[src/rtl/data_in_pkg.sv]
// Shared constants and types for the 64-to-8 serialiser.
// Default widths, derived chunk count, chunk index width and the session state enum.
// No logic lives here; the top re-derives its own sizes from its parameters.
package data_in_pkg;

  // Default word and chunk widths; the word must be an integer multiple of the chunk.
  localparam int IN_W_DEF  = 64;
  localparam int OUT_W_DEF = 8;

  // Chunks per word and an index wide enough to hold the value NUM_CHUNKS_DEF itself,
  // because "word exhausted" is encoded as idx == NUM_CHUNKS.
  localparam int NUM_CHUNKS_DEF = IN_W_DEF / OUT_W_DEF;
  localparam int IDX_W_DEF      = $clog2(NUM_CHUNKS_DEF) + 1;

  // IDLE ignores chunk requests; RUN streams the latched word.
  typedef enum logic {
    IDLE = 1'b0,
    RUN  = 1'b1
  } state_t;

endpackage : data_in_pkg

[src/rtl/data_in_64_to_8_rise_edge_detect.sv]
// Rising-edge detector for a level input.
// Latency: pulse is combinational in the cycle the level is first sampled high.
// Backpressure: none; one pulse per low-to-high transition regardless of high time.
module rise_edge_detect (
  input  logic clk,
  input  logic rst_n,
  input  logic level,
  output logic pulse
);

  // History flop resets low, so a level already high out of reset counts as a rise.
  logic level_d;

  // Remember last cycle's level.
  always_ff @(posedge clk) begin
    if (!rst_n) begin
      level_d <= 1'b0;
    end else begin
      level_d <= level;
    end
  end

  // High only in the first cycle the level is seen high.
  always_comb begin
    pulse = level & ~level_d;
  end

endmodule : rise_edge_detect

[src/rtl/data_in_64_to_8.sv]
// Serialises a latched IN_W-bit word into OUT_W-bit chunks for a byte-wide UART transmitter.
// Latency: data_8/tx_enable update on the edge where manual_start/data_in_enable first rise.
// Backpressure: the transmitter paces us; each data_in_enable rise releases exactly one chunk.
// Optional build macro DATA_IN_LSB_FIRST_EN: chunks leave LSB-first instead of MSB-first.
module data_in_64_to_8
  import data_in_pkg::*;
#(
  parameter int IN_W  = IN_W_DEF,
  parameter int OUT_W = OUT_W_DEF
) (
  input  logic             clk,
  input  logic             rst_n,
  input  logic [IN_W-1:0]  data_64,
  input  logic             data_in_enable,
  input  logic             manual_start,
  output logic [OUT_W-1:0] data_8,
  output logic             tx_enable
);

  // Sizes derived from the parameters so a non-default width stays self-consistent.
  localparam int NUM_CHUNKS = IN_W / OUT_W;
  localparam int IDX_W      = $clog2(NUM_CHUNKS) + 1;
  localparam int SEL_W      = (NUM_CHUNKS > 1) ? $clog2(NUM_CHUNKS) : 1;

  localparam logic [IDX_W-1:0] IDX_ONE  = IDX_W'(1);
  localparam logic [IDX_W-1:0] IDX_LAST = IDX_W'(NUM_CHUNKS);

  // Session state and datapath registers.
  state_t            state;
  state_t            state_nxt;
  logic [IN_W-1:0]   word;
  logic [IN_W-1:0]   word_nxt;
  logic [IDX_W-1:0]  idx;
  logic [IDX_W-1:0]  idx_nxt;
  logic [OUT_W-1:0]  data_8_nxt;
  logic              tx_enable_nxt;

  // Edge-detected requests.
  logic              start_rise;
  logic              next_rise;
  logic              running;

  // Chunk views of the latched word, already in transmit order.
  logic [OUT_W-1:0]  word_chunk [NUM_CHUNKS];
  // First chunk taken straight from data_64 on a load.
  logic [OUT_W-1:0]  load_chunk;

  // Start request edge.
  rise_edge_detect u_start_edge (
    .clk   (clk),
    .rst_n (rst_n),
    .level (manual_start),
    .pulse (start_rise)
  );

  // Next-chunk request edge; the transmitter may hold it high for several cycles.
  rise_edge_detect u_next_edge (
    .clk   (clk),
    .rst_n (rst_n),
    .level (data_in_enable),
    .pulse (next_rise)
  );

  // Reorder the latched word so that word_chunk[k] is the k-th chunk sent.
  for (genvar g = 0; g < NUM_CHUNKS; g++) begin : g_chunk
`ifdef DATA_IN_LSB_FIRST_EN
    assign word_chunk[g] = word[g*OUT_W +: OUT_W];
`else
    assign word_chunk[g] = word[IN_W-1-g*OUT_W -: OUT_W];
`endif
  end

  // Chunk 0 of a freshly loaded word comes from the input, not the old latched word.
`ifdef DATA_IN_LSB_FIRST_EN
  assign load_chunk = data_64[OUT_W-1:0];
`else
  assign load_chunk = data_64[IN_W-1 -: OUT_W];
`endif

  assign running = (state == RUN);

  // State register.
  always_ff @(posedge clk) begin
    if (!rst_n) begin
      state <= IDLE;
    end else begin
      state <= state_nxt;
    end
  end

  // Next state: a start enters RUN from anywhere; only reset returns to IDLE.
  always_comb begin
    state_nxt = state;
    if (start_rise) begin
      state_nxt = RUN;
    end
  end

  // Output/datapath next values. A start beats a coincident chunk request, and the
  // request is consumed by the start rather than also advancing the index.
  always_comb begin
    word_nxt      = word;
    idx_nxt       = idx;
    data_8_nxt    = data_8;
    tx_enable_nxt = 1'b0;
    if (start_rise || (next_rise && running && (idx >= IDX_LAST))) begin
      // Session start or word exhausted: latch a fresh word and send its first chunk.
      word_nxt      = data_64;
      idx_nxt       = IDX_ONE;
      data_8_nxt    = load_chunk;
      tx_enable_nxt = 1'b1;
    end else if (next_rise && running) begin
      // Mid-word: send chunk idx of the latched word.
      data_8_nxt    = word_chunk[idx[SEL_W-1:0]];
      idx_nxt       = idx + IDX_ONE;
      tx_enable_nxt = 1'b1;
    end
  end

  // Datapath registers; data_8 holds between events, tx_enable is a single-cycle strobe.
  always_ff @(posedge clk) begin
    if (!rst_n) begin
      word      <= '0;
      idx       <= '0;
      data_8    <= '0;
      tx_enable <= 1'b0;
    end else begin
      word      <= word_nxt;
      idx       <= idx_nxt;
      data_8    <= data_8_nxt;
      tx_enable <= tx_enable_nxt;
    end
  end

endmodule : data_in_64_to_8

[config.mk]
export PLATFORM = sky130hd
export DESIGN_NAME = data_in_64_to_8
export DESIGN_NICKNAME = d
export VERILOG_FILES = /design/src/rtl/data_in_pkg.sv /design/src/rtl/data_in_64_to_8_rise_edge_detect.sv /design/src/rtl/data_in_64_to_8.sv
export SDC_FILE = /design/constraint.sdc
export NUM_CORES = 1
export LEC_CHECK = 0
export BUFFER_PORTS_ARGS = -buffer_cell sky130_fd_sc_hd__clkbuf_2
export CORE_ASPECT_RATIO = 1.4
export CORE_MARGIN = 5
export CORE_UTILIZATION = 58
export CTS_CLUSTER_DIAMETER = 30
export DETAILED_ROUTE_END_ITERATION = 8
export PLACE_DENSITY = 0.85
export SYNTH_ARGS = -nofsm -noshare
export SYNTH_HDL_FRONTEND = slang
export SYNTH_SLANG_ARGS = --single-unit
[constraint.sdc]
create_clock -name clk -period 2.7 [get_ports clk]
set_input_delay 0.54 -clock clk [delete_from_list [all_inputs] [get_ports clk]]
set_output_delay 0.54 -clock clk [all_outputs]
set_load 0.1 [all_outputs]
# ---- Word-level counts from Yosys, hierarchy flattened
# Cells that the tools add are included.
# Widths: inputs -> output; s select.
dict set report op_classes {
  addsub 1
  magnitude_cmp 2
  muxes 9
  n_bitwise 6
  n_reduce_logical 5
}
# op count
set op_table {}
lappend op_table {{$mux 8} 4}
lappend op_table {{$bmux 8 s3} 1}
lappend op_table {{$ge 4x4->1 const B} 2}
lappend op_table {{$add 4x1->4 const B} 1}
lappend op_table {{$mux 1} 4}
lappend op_table {{$not 3->4} 1}
lappend op_table {{$not 1->1} 3}
lappend op_table {{$and 1x1->1} 2}
lappend op_table {{$logic_and 1x1->1} 2}
lappend op_table {{$reduce_bool 2->1} 1}
lappend op_table {{$reduce_or 2->1} 1}
lappend op_table {{$logic_or 1x1->1} 1}
dict set report totals {
  reg_bits 80
  inputBits 68
  word_cells 31
}

# ---- Longest topological paths before layout
# Gate-level depths: netlist of the first run.
dict set report depth {
  ltp_word 6
  depth_mapped 8
}

# ---- Cells and area by module
# A second synthesis of the first run with hierarchy kept.
dict set report unflattened {
  cells_unflattened 402
  hier_area_um2 3575.9
}
# mod instances cells_each area_per_inst_um2
set by_module_without_submodules {}
lappend by_module_without_submodules {data_in_64_to_8 1 396 3495.9}
lappend by_module_without_submodules {rise_edge_detect 2 3 40.0}

# ---- Least setup slack after synthesis of the first run
# Ideal clock, no wire load.
dict set report synth_timing {
  path_type {input to register}
  startpoint {in data_in_enable}
  endpoint {reg data_8[0]}
  setup_ns 0.122
  arrival_ns 1.596
  t_required_ns 2.578
  setup_slack_ns 0.982
  stages 6
  path_buffers 2
  cell_sequence {and3b_1 buf_6 a21o_1 buf_6 a22o_1 a221o_1}
}
dict set report synth_between {
  elab_chain_cells 5
}
# element line_no
set synth_rtl {}
lappend synth_rtl {{start: declaration} data_in_64_to_8.sv:14} ;# input logic data_in_enable,
lappend synth_rtl {{$and 1x1->1 *} data_in_64_to_8_rise_edge_detect.sv:25} ;# pulse = level & ~level_d;
lappend synth_rtl {{$logic_and 1x1->1 *} {data_in_64_to_8.sv:106, data_in_64_to_8.sv:112}}
lappend synth_rtl {{$logic_and 1x1->1} data_in_64_to_8.sv:106} ;# if (start_rise || (next_rise && running && (idx >= IDX_LAST))) begin
lappend synth_rtl {{$logic_or 1x1->1} data_in_64_to_8.sv:106}
lappend synth_rtl {{$mux 8 or $reduce_bool 2->1 (tied branches)} n/a}
lappend synth_rtl {{end signal: assignment} data_in_64_to_8.sv:130} ;# data_8 <= data_8_nxt;
lappend synth_rtl {{end: declaration} data_in_64_to_8.sv:16} ;# output logic [OUT_W-1:0] data_8,
# Mark *: on every way between the ends. The rest lies on a longest branch, timed or not.
# A chain may end at the register's enable or synchronous reset.

# ---- Worst setup path after layout of the first run
dict set report layout_timing {
  startpoint {reg u_next_edge.level_d}
  endpoint {reg data_8[3]}
}
dict set report layout_between {
  elab_chain_cells 6
}
# element line_no
set layout_rtl {}
lappend layout_rtl {{start: declaration} data_in_64_to_8_rise_edge_detect.sv:12} ;# logic level_d;
lappend layout_rtl {{start signal: assignment} data_in_64_to_8_rise_edge_detect.sv:19} ;# level_d <= level;
lappend layout_rtl {{$not 1->1 *} data_in_64_to_8_rise_edge_detect.sv:25}
lappend layout_rtl {{$and 1x1->1 *} data_in_64_to_8_rise_edge_detect.sv:25}
lappend layout_rtl {{$logic_and 1x1->1 *} {data_in_64_to_8.sv:106, data_in_64_to_8.sv:112}}
lappend layout_rtl {{$logic_and 1x1->1} data_in_64_to_8.sv:106}
lappend layout_rtl {{$logic_or 1x1->1} data_in_64_to_8.sv:106}
lappend layout_rtl {{$mux 8 or $reduce_bool 2->1 (tied branches)} n/a}
# Marks and branches as above.

==> results of run 1 <==
-- logic make-up after synthesis --
kind of cell,Yosys count
flops,80
buf+inv,33
simple gates,152
fa+ha+maj,2
xor+xnor,2
mux,19
compound gates,86
-- area by class of cell --
type	instances	area, um2
inverter	3	11.3
clock buffer	10	138
fill	462	1770
multi-input combinational	261	1660
clock inverter	6	67.6
timing repair buffer	86	480
sequential	80	1600
tap	70	87.6
-- per-stage QoR --
| stage | cells | utilization, % | instance area [um2] |
|---|---|---|---|
| floorplan | 374 | - | 3440 |
| global placement | 500 | 66.0 | 3840 |
| detailed placement | 500 | 66.0 | 3840 |
| CTS | 516 | 69.5 | 4050 |
| global route | 516 | 69.5 | 4050 |
| finish | 516 | 69.5 | 4050 |
-- synth_stat cells, drive strengths merged (5+ instances only) --
cell / instances
a21boi: 35
a21oi: 32
a221o: 5
a22o: 5
and3: 5
buf: 20
clkbuf: 10
dfxtp: 80
mux4: 16
nand2: 130
nor2: 8
-- flip-flops by register name, summed over array words and instances, names as in the netlist --
register	flops
word	64
data_8	8
idx	4
running	1
tx_enable	1
u_next_edge.level_d	1
u_start_edge.level_d	1
-- how the worst max path moves through the flow --
stage	startpoint	endpoint	slack, ns	depth (start not counted)
2_1_floorplan	data_in_enable	data_8[0]	0.98	6
3_3_place_gp	data_in_enable	data_8[3]	0.44	6
3_5_place_dp	data_in_enable	data_8[3]	0.38	6
4_1_cts	u_next_edge.level_d	data_8[3]	0.68	5
5_1_grt	running	data_8[2]	0.55	5
6_report	u_next_edge.level_d	data_8[3]	0.66	5
-- worst register-to-register path: stages (launching register included) --
cell and delay, ns:
dfxtp_1 0.33, and3b_1 0.28, a21o_2 0.48, buf_12 0.27, a22o_1 0.27, a221o_1 0.30
-- layer usage --
| metal | part of all wire [%] | GRT usage [%] | vias to the layer above |
|---|---|---|---|
| met3 | 6.6 | 6.79 | 19 |
| met1 | 40 | 30.0 | 1351 |
| met2 | 50 | 37.2 | 96 |
| met5 | 0 | 0 | - |
| met4 | 3.1 | 10.3 | 0 |
| li1 | - | - | 1412 |
-- power by group through the flow --
| stage | logic (mW) | clock network [mW] | registers (mW) |
|---|---|---|---|
| detailed placement | 0.352 | 0 | 1.31 |
| global placement | 0.343 | 0 | 1.30 |
| finish | 0.352 | 0.902 | 1.28 |
| floorplan | 0.193 | 0 | 1.35 |
| CTS | 0.354 | 0.913 | 1.28 |
| global route | 0.386 | 0.972 | 1.29 |
==> flow_summary.ini, run 1 <==
[synth]
yosys.area_share.simple_pct = 18.1
synth_adder_area_share_pct = 0.728
synth_top_cell_by_area = dfxtp_1
synth.avg_cell_area_um2 = 9.19
synth_area_leaders = dfxtp_1 47%, nand2_1 14%, mux4_2 7.9%
synth_edf_count = 0
syn-num-nets = 444
yosysWarnings = 0
synth.distinct_cells = 31
synth-async-reset-ratio_pct = 0
synth_xor_area_share_pct = 0.510
synth_mux_area_share_pct = 11.8
synth_compound_area_share_pct = 16.9
yosys.area.top_type_share_pct = 46.6
syn-cell-area_mm2 = 0.00344
ys.flop_type = dfxtp_1
synthCells = 374
synth_top_family_by_area = simple AND/OR/NAND/NOR gates
seq_area_frac_synth_pct = 46.6
ys_seq_elements = 80

[critical_path]
startpoint_type = flip-flop
critPathSlowestCell = a21o_2
worstSetupEndpointType = flip-flop
r2r_slack_ns = 0.66
path_class = flip-flop to flip-flop
timing.rr.end = data_8[3]
cp_top_family = compound AO/OA/AOI/OAI gates
r2r_start = u_next_edge.level_d
worst_path_largest_cell_delay_ns = 0.48
worst-endpoint-required_ns = 2.94
worstPathCellList = and3b_1, a21o_2, buf_12, a22o_1, a221o_1
path_max_fanout = 38
arrival_ns = 2.28
cp.buffers_inverters = 1
reg2regPathDepth = 5

[power]
p_total_mw = 2.53
p_leak_nw = 1.69
clkPwrFrac_pct = 35.6
power_density_mw_per_mm2 = 626
ir_drop_mv = 0.359
p_sw_share_pct = 27.3
p_switching_mw = 0.692
comb_power_share_pct = 13.9
p_int_mw = 1.84
pwr-share-seq_pct = 50.5

[floorplanning]
fp.dieArea_mm2 = 0.00758
die_w_um = 75.1
rows = 33
die_height_um = 101
io_pins = 77
initial_core_util_pct = 59.0
core_area_mm2 = 0.00582

[global_routing]
grt_max_degree = 66
grt_pass1_wl_um = 13500
grt-ovfl-total = 0
antenna_found_initial = 0
grt_pass1_vias = 2856
grt.total_usage_pct = 23.7

[detailed_routing]
drtIter0Drc = 301
via_count = 2878
wl_per_cell_um = 15.9
wl_um = 8190
vias_per_cell = 5.58
route.detailed.drc = 0
drtPass1Iterations = 4
postRouteAntennaNets = 0

[worst_hold_path]
min_path_type = primary input to flip-flop
hold-path-endpoint = u_start_edge.level_d
holdPathStages = 2
min_from = manual_start

[flow_run]
maxCapViolations = 0

[sta]
setup_viol_count_final = 0
rsz0062_at_grt = no
fin_skew_ns = 0.0106
setup_ws_ns = 0.659
tightestPinTransition_ns = 0.710
period_share_pct = 75.6
max_freq_mhz = 490
finalHoldViolations = 0
relSlewSlack_pct = 52.5
whs_ns = 0.399
slew_viol_final = 0
tns_ns = 0
period_needed_ns = 2.04

[clock_network]
post_cts_buffers = 0
cts_resized = 0
cts_buffers = 9
hold_buffers = 0
cts_tree = built
cts-root-buf = clkbuf_8
clk_latency_ns = 0.36
clock_sinks = 80
h-tree-depth = 3
clkTransAtPathRegs_ns = 0.08
clockBufferDepth = 2

[cells_and_area]
final_cell_mix = 130 x nand2_1, 80 x dfxtp_1, 76 x clkbuf_2
layout-drive-gt1-share_pct = 26.5
area_growth_pct = 17.8
final_common_cell = nand2_1
nets = 511
diodes = 0

[place]
place_ws_ns = 0.383
dp_hpwl_um = 5810
gp_congestion = 0.796
io_buffers = 76

[status]
status = finished, final reports clean
Power figures use the tool's default switching activity.
==> run 2, diff against run 1 <==
--- a/config.mk
+++ b/config.mk
@@ -8,10 +8,10 @@
 export BUFFER_PORTS_ARGS = -buffer_cell sky130_fd_sc_hd__clkbuf_2
 export CORE_ASPECT_RATIO = 1.4
 export CORE_MARGIN = 5
-export CORE_UTILIZATION = 58
+export CORE_UTILIZATION = 54
 export CTS_CLUSTER_DIAMETER = 30
 export DETAILED_ROUTE_END_ITERATION = 8
-export PLACE_DENSITY = 0.85
+export PLACE_DENSITY = 0.8
 export SYNTH_ARGS = -nofsm -noshare
 export SYNTH_HDL_FRONTEND = slang
 export SYNTH_SLANG_ARGS = --single-unit
==> constraint.sdc (replaced) <==
create_clock -name clk -period 2.05 [get_ports clk]
set_input_delay 0.41 -clock clk [delete_from_list [all_inputs] [get_ports clk]]
set_output_delay 0.41 -clock clk [all_outputs]
set_load 0.1 [all_outputs]
==> run 2 against run 1 <==
  * Clock skew increased by 0.0011 ns
  * Clock power increased by 25%
  * Non-clock buffer count increased by 5
  * Setup slack got worse by 0.44 ns
  * Sequential cell count unchanged
  * Critical path type unchanged
  * Wire length decreased by 1.8%
  * Power increased by 30%
  * Highest routed layer unchanged
  * Maximum frequency increased by 11%
  * Largest cell class unchanged
==> flow_summary.ini, run 2 (synthesis gave the netlist of run 1 again) <==
[sta]
period_share_pct = 89.5
period_needed_ns = 1.84
setup_ws_ns = 0.214
max_freq_mhz = 545
slew_viol_final = 0
tightestPinTransition_ns = 0.570
tns_ns = 0
relSlewSlack_pct = 62.2
finalHoldViolations = 0
rsz0062_at_grt = no
fin_skew_ns = 0.0117
setup_viol_count_final = 0

[cells_and_area]
nets = 516
final_cell_mix = 130 x nand2_1, 80 x dfxtp_1, 76 x clkbuf_2
layout-drive-gt1-share_pct = 26.9
final_common_cell = nand2_1
area_growth_pct = 18.1
largest_reg_flops = 64
reg_top3 = word x64, data_8 x8, idx x4
largest-register = word
diodes = 0
final_util_pct = 65.3

[critical_path]
path_class = flip-flop to flip-flop
path_max_fanout = 5
worst-endpoint-required_ns = 2.30
worstSetupEndpointType = flip-flop
startpoint_type = flip-flop
arrival_ns = 2.08

[clock_network]
hold_buffers = 0
cts-root-buf = clkbuf_8
clk_latency_ns = 0.35
post_cts_buffers = 0
h-tree-depth = 3
cts_buffers = 9
clkTransAtPathRegs_ns = 0.08
cts_resized = 0
cts_tree = built
clock_sinks = 80
clockBufferDepth = 2

[detailed_routing]
postRouteAntennaNets = 0
drtIter0Drc = 209
via_count = 2878
vias_per_cell = 5.51
wl_um = 8050
wl_per_cell_um = 15.4
route.detailed.drc = 0
drtPass1Iterations = 4

[floorplanning]
rows = 34
initial_core_util_pct = 55.3
io_pins = 77
core_area_mm2 = 0.00621
die_w_um = 77.4
fp.dieArea_mm2 = 0.00808
die_height_um = 104

[global_routing]
grt_max_degree = 47
antenna_found_initial = 0
grt_pass1_wl_um = 13300
grt-ovfl-total = 0
grt_pass1_vias = 2832
grt.total_usage_pct = 20.3

[place]
place_ws_ns = 0.109
dp_hpwl_um = 5850
gp_congestion = 0.780
io_buffers = 76

[worst_hold_path]
min_path_type = primary input to flip-flop

[status]
status = finished, final reports clean

[flow_run]
maxCapViolations = 0

[power]
ir_drop_mv = 0.559
power_density_mw_per_mm2 = 809
p_leak_nw = 1.71
[run 2: metrics by stage]
step | std cells | power (mW) | hold WS (ns) | area, um2
after detailed placement | 507 | 2.19 | 0.443 | 3870
final | 522 | 3.28 | 0.268 | 4060
after global routing | 522 | 3.42 | 0.271 | 4060
after floorplan | 374 | 2.04 | 0.427 | 3440
after global placement | 507 | 2.18 | 0.435 | 3870
after CTS | 522 | 3.29 | 0.261 | 4060
[run 2: cell type report]
cell class              instances  area (um2)
inverters                       3        11.3
fillers                       537        2150
multi-input cells             261        1660
flip-flops and latches         80        1600
clock inverters                 4        45.0
well taps                      72        90.1
repair buffers                 91         505
clock buffers                  11         141
[run 2: final timing paths]
check | endpoint | slack, ns | cells past startpoint | start
setup reg to reg | data_8[1] | 0.21 | 4 | idx[0]
setup / recovery | data_8[1] | 0.21 | 4 | idx[0]
hold / removal | u_start_edge.level_d | 0.27 | 2 | manual_start
hold reg to reg | word[5] | 0.45 | 2 | word[5]
[run 2: power breakdown]
| part | internal (mW) | leakage (nW) | switching (mW) | total [mW] |
|---|---|---|---|---|
| Clock | 0.584 | 0.0989 | 0.544 | 1.13 |
| Combinational | 0.193 | 0.957 | 0.273 | 0.466 |
| Sequential | 1.64 | 0.657 | 0.0483 | 1.69 |
| Total | 2.42 | 1.71 | 0.865 | 3.28 |
[run 2: metal layers]
metal	part of all wire (%)	wire length, um	GRT usage (%)	up-vias
li1	-	-	-	1416
met1	41	3280	25.6	1355
met2	51	4100	33.1	96
met3	6.8	545	4.59	11
met4	1.5	123	8.48	0
met5	0	0	0	-
[run 2: worst max-delay path, stage by stage (launching register included)]
cell and delay, ns:
dfxtp_1 0.49, buf_4 0.20, mux4_1 0.57, and3_1 0.22, a221o_1 0.25
==> run 3, diff against run 2 <==
--- a/config.mk
+++ b/config.mk
@@ -5,13 +5,14 @@
 export SDC_FILE = /design/constraint.sdc
 export NUM_CORES = 1
 export LEC_CHECK = 0
+export ABC_AREA = 1
 export BUFFER_PORTS_ARGS = -buffer_cell sky130_fd_sc_hd__clkbuf_2
 export CORE_ASPECT_RATIO = 1.4
 export CORE_MARGIN = 5
 export CORE_UTILIZATION = 54
 export CTS_CLUSTER_DIAMETER = 30
 export DETAILED_ROUTE_END_ITERATION = 8
-export PLACE_DENSITY = 0.8
+export PLACE_DENSITY = 0.79
 export SYNTH_ARGS = -nofsm -noshare
 export SYNTH_HDL_FRONTEND = slang
 export SYNTH_SLANG_ARGS = --single-unit
==> run 3 against run 2 <==
  * Core utilization decreased by 1.5 points
  * Global-route usage increased by 0.42 points
  * Clock-buffer cell count increased by 3
  * Wire length increased by 6.2%
  * Sequential cell count unchanged
  * Clock power increased by 18%
  * Power increased by 8.2%
  * Sequential power about the same
  * Maximum frequency increased by 17%
  * Register-to-register slack improved by 0.38 ns
  * Cell area increased by 2.6%
  * Combinational power increased by 14%
  * Largest cell class is now registers
==> flow_summary.ini, run 3 <==
[global_routing]
grt-ovfl-total = 0
grt_pass1_wl_um = 13900
antenna_found_initial = 0
grt.total_usage_pct = 20.7
grt_pass1_vias = 3142
grt_max_degree = 47

[synth]
yosys.area.top_type_share_pct = 44.5
synth.most_common_cell = nand2_1
syn-num-nets = 563
ys_seq_elements = 80
syn-cell-area_mm2 = 0.00360
seq_area_frac_synth_pct = 44.5
synth_top_cell_by_area = dfxtp_1
synth_edf_count = 0
yosysWarnings = 0
synth_area_leaders = dfxtp_1 45%, nand2_1 8.8%, a21oi_1 8.1%
synth.avg_cell_area_um2 = 7.30
ys.flop_type = dfxtp_1
synthCells = 493
netlist_top_cells_count = 84 x nand2_1, 80 x dfxtp_1, 69 x inv_1
synth.distinct_cells = 29
synth-async-reset-ratio_pct = 0

[critical_path]
arrival_ns = 1.15
worstSetupEndpointType = output pin
cp.buffers_inverters = 1
startpoint_type = flip-flop
worst-endpoint-required_ns = 1.64
path_class = flip-flop to output pin
path_max_fanout = 2
critPathSlowestCell = clkbuf_2
worst_path_largest_cell_delay_ns = 0.46
cp_top_family = buffers and inverters
worstPathCellList = clkbuf_2

[detailed_routing]
vias_per_cell = 5.23
wl_per_cell_um = 13.4
route.detailed.drc = 0
drtPass1Iterations = 4
wl_um = 8550
via_count = 3328
drtIter0Drc = 215
postRouteAntennaNets = 0

[place]
gp_congestion = 0.889
io_buffers = 76
dp_hpwl_um = 6190
postPlaceCellArea_mm2 = 0.00393
place_ws_ns = 0.422

[power]
p_switching_mw = 0.928
ir_drop_mv = 0.555
p_int_mw = 2.62
p_total_mw = 3.55
p_leak_nw = 1.88
clkPwrFrac_pct = 37.5
p_sw_share_pct = 26.1
comb_power_share_pct = 15.0
power_density_mw_per_mm2 = 853
pwr-share-seq_pct = 47.6

[sta]
slew_viol_final = 0
fin_skew_ns = 0.00395
setup_ws_ns = 0.487
relSlewSlack_pct = 63.5
period_share_pct = 76.2
finalHoldViolations = 0
setup_viol_count_final = 0
max_freq_mhz = 640
period_needed_ns = 1.56
rsz0062_at_grt = no
tightestPinTransition_ns = 0.550
tns_ns = 0

[clock_network]
clk_latency_ns = 0.34
hold_buffers = 0
h-tree-depth = 3
cts_buffers = 9
cts_tree = built
post_cts_buffers = 0
cts_resized = 0
cts-root-buf = clkbuf_8
clockBufferDepth = 2
clock_sinks = 80
clkTransAtPathRegs_ns = 0.08

[cells_and_area]
area_growth_pct = 15.7
final_cell_mix = 84 x nand2_1, 80 x dfxtp_1, 76 x clkbuf_2
final_common_cell = nand2_1
reg_top3 = word x64, data_8 x8, idx x4
nets = 627
largest-register = word
diodes = 0
filler_cell_count = 587
layout-drive-gt1-share_pct = 19.4
fin_area_mm2 = 0.00416
final_util_pct = 63.8
largest_reg_flops = 64

[floorplanning]
rows = 35
core_area_mm2 = 0.00653
initial_core_util_pct = 55.1
die_w_um = 79.0
io_pins = 77
die_height_um = 107
fp.dieArea_mm2 = 0.00842

[flow_run]
maxCapViolations = 0

[worst_hold_path]
min_path_type = primary input to flip-flop

[status]
status = finished, final reports clean
[run 3: cell types whose count changed after synthesis, moves of 25 or more]
cell | before | now
inv_1 | 2 | 69
nand3_1 | 0 | 55
nand2_1 | 130 | 84
o21ai_0 | 0 | 41
a21boi_0 | 35 | 0
a21oi_1 | 32 | 58
o21ai_1 | 0 | 25
[run 3: worst reg2reg max path: stages (launching register included)]
cell and delay (ns):
dfxtp_1 0.38, nand3b_4 0.14, nand2_8 0.12, nand2_4 0.20
buf_12 0.26, o21ai_0 0.20, a21oi_1 0.06
[run 3: worst paths after layout]
| path | startpoint | endpoint | slack (ns) | cells past startpoint |
|---|---|---|---|---|
| worst max-delay path | data_8[6] | data_8[6] | 0.49 | 1 |
| worst min-delay path | data_64[50] | word[50] | 0.30 | 3 |
| worst max register to register | running | word[31] | 0.59 | 6 |
| worst min register to register | word[34] | word[34] | 0.45 | 2 |
[run 3: cell families after synthesis]
family,count (synthesis),synth area share (%)
fa+ha+maj,2,0.695
compound gates,132,18.7
simple gates,173,22.0
flops,80,44.5
xor+xnor,1,0.243
buf+inv,105,13.9
[run 3: stage by stage]
stage          hold WS, ns  instances
3_3_place_gp         0.439        620
5_1_grt              0.292        636
6_report             0.299        636
4_1_cts              0.290        636
2_1_floorplan        0.429        493
3_5_place_dp         0.446        620
[run 3: routing by layer]
layer / wire, um / GRT usage, % / share of wire (%) / vias to the layer above
met2: 4280 / 35.7 / 50 / 97
met5: 0 / 0 / 0 / -
met1: 3620 / 24.9 / 42 / 1501
met3: 462 / 4.62 / 5.4 / 15
li1: - / - / - / 1715
met4: 179 / 8.11 / 2.1 / 0
[run 3: area by class of cell]
cell class	count	area, um2	share of cell area [%]
sequential	80	1600	38.5
multi-input combinational	308	1500	35.9
timing repair buffer	85	460	11.1
inverter	73	279	6.70
clock buffer	14	173	4.15
tap	74	92.6	2.22
clock inverter	2	60.1	1.44
[run 3: power groups by stage]
| stage | sequential, mW | combinational (mW) | clock (mW) |
|---|---|---|---|
| 2_1_floorplan | 1.78 | 0.348 | 0 |
| 3_3_place_gp | 1.72 | 0.514 | 0 |
| 3_5_place_dp | 1.73 | 0.528 | 0 |
| 4_1_cts | 1.69 | 0.531 | 1.34 |
| 5_1_grt | 1.70 | 0.598 | 1.40 |
| 6_report | 1.69 | 0.531 | 1.33 |
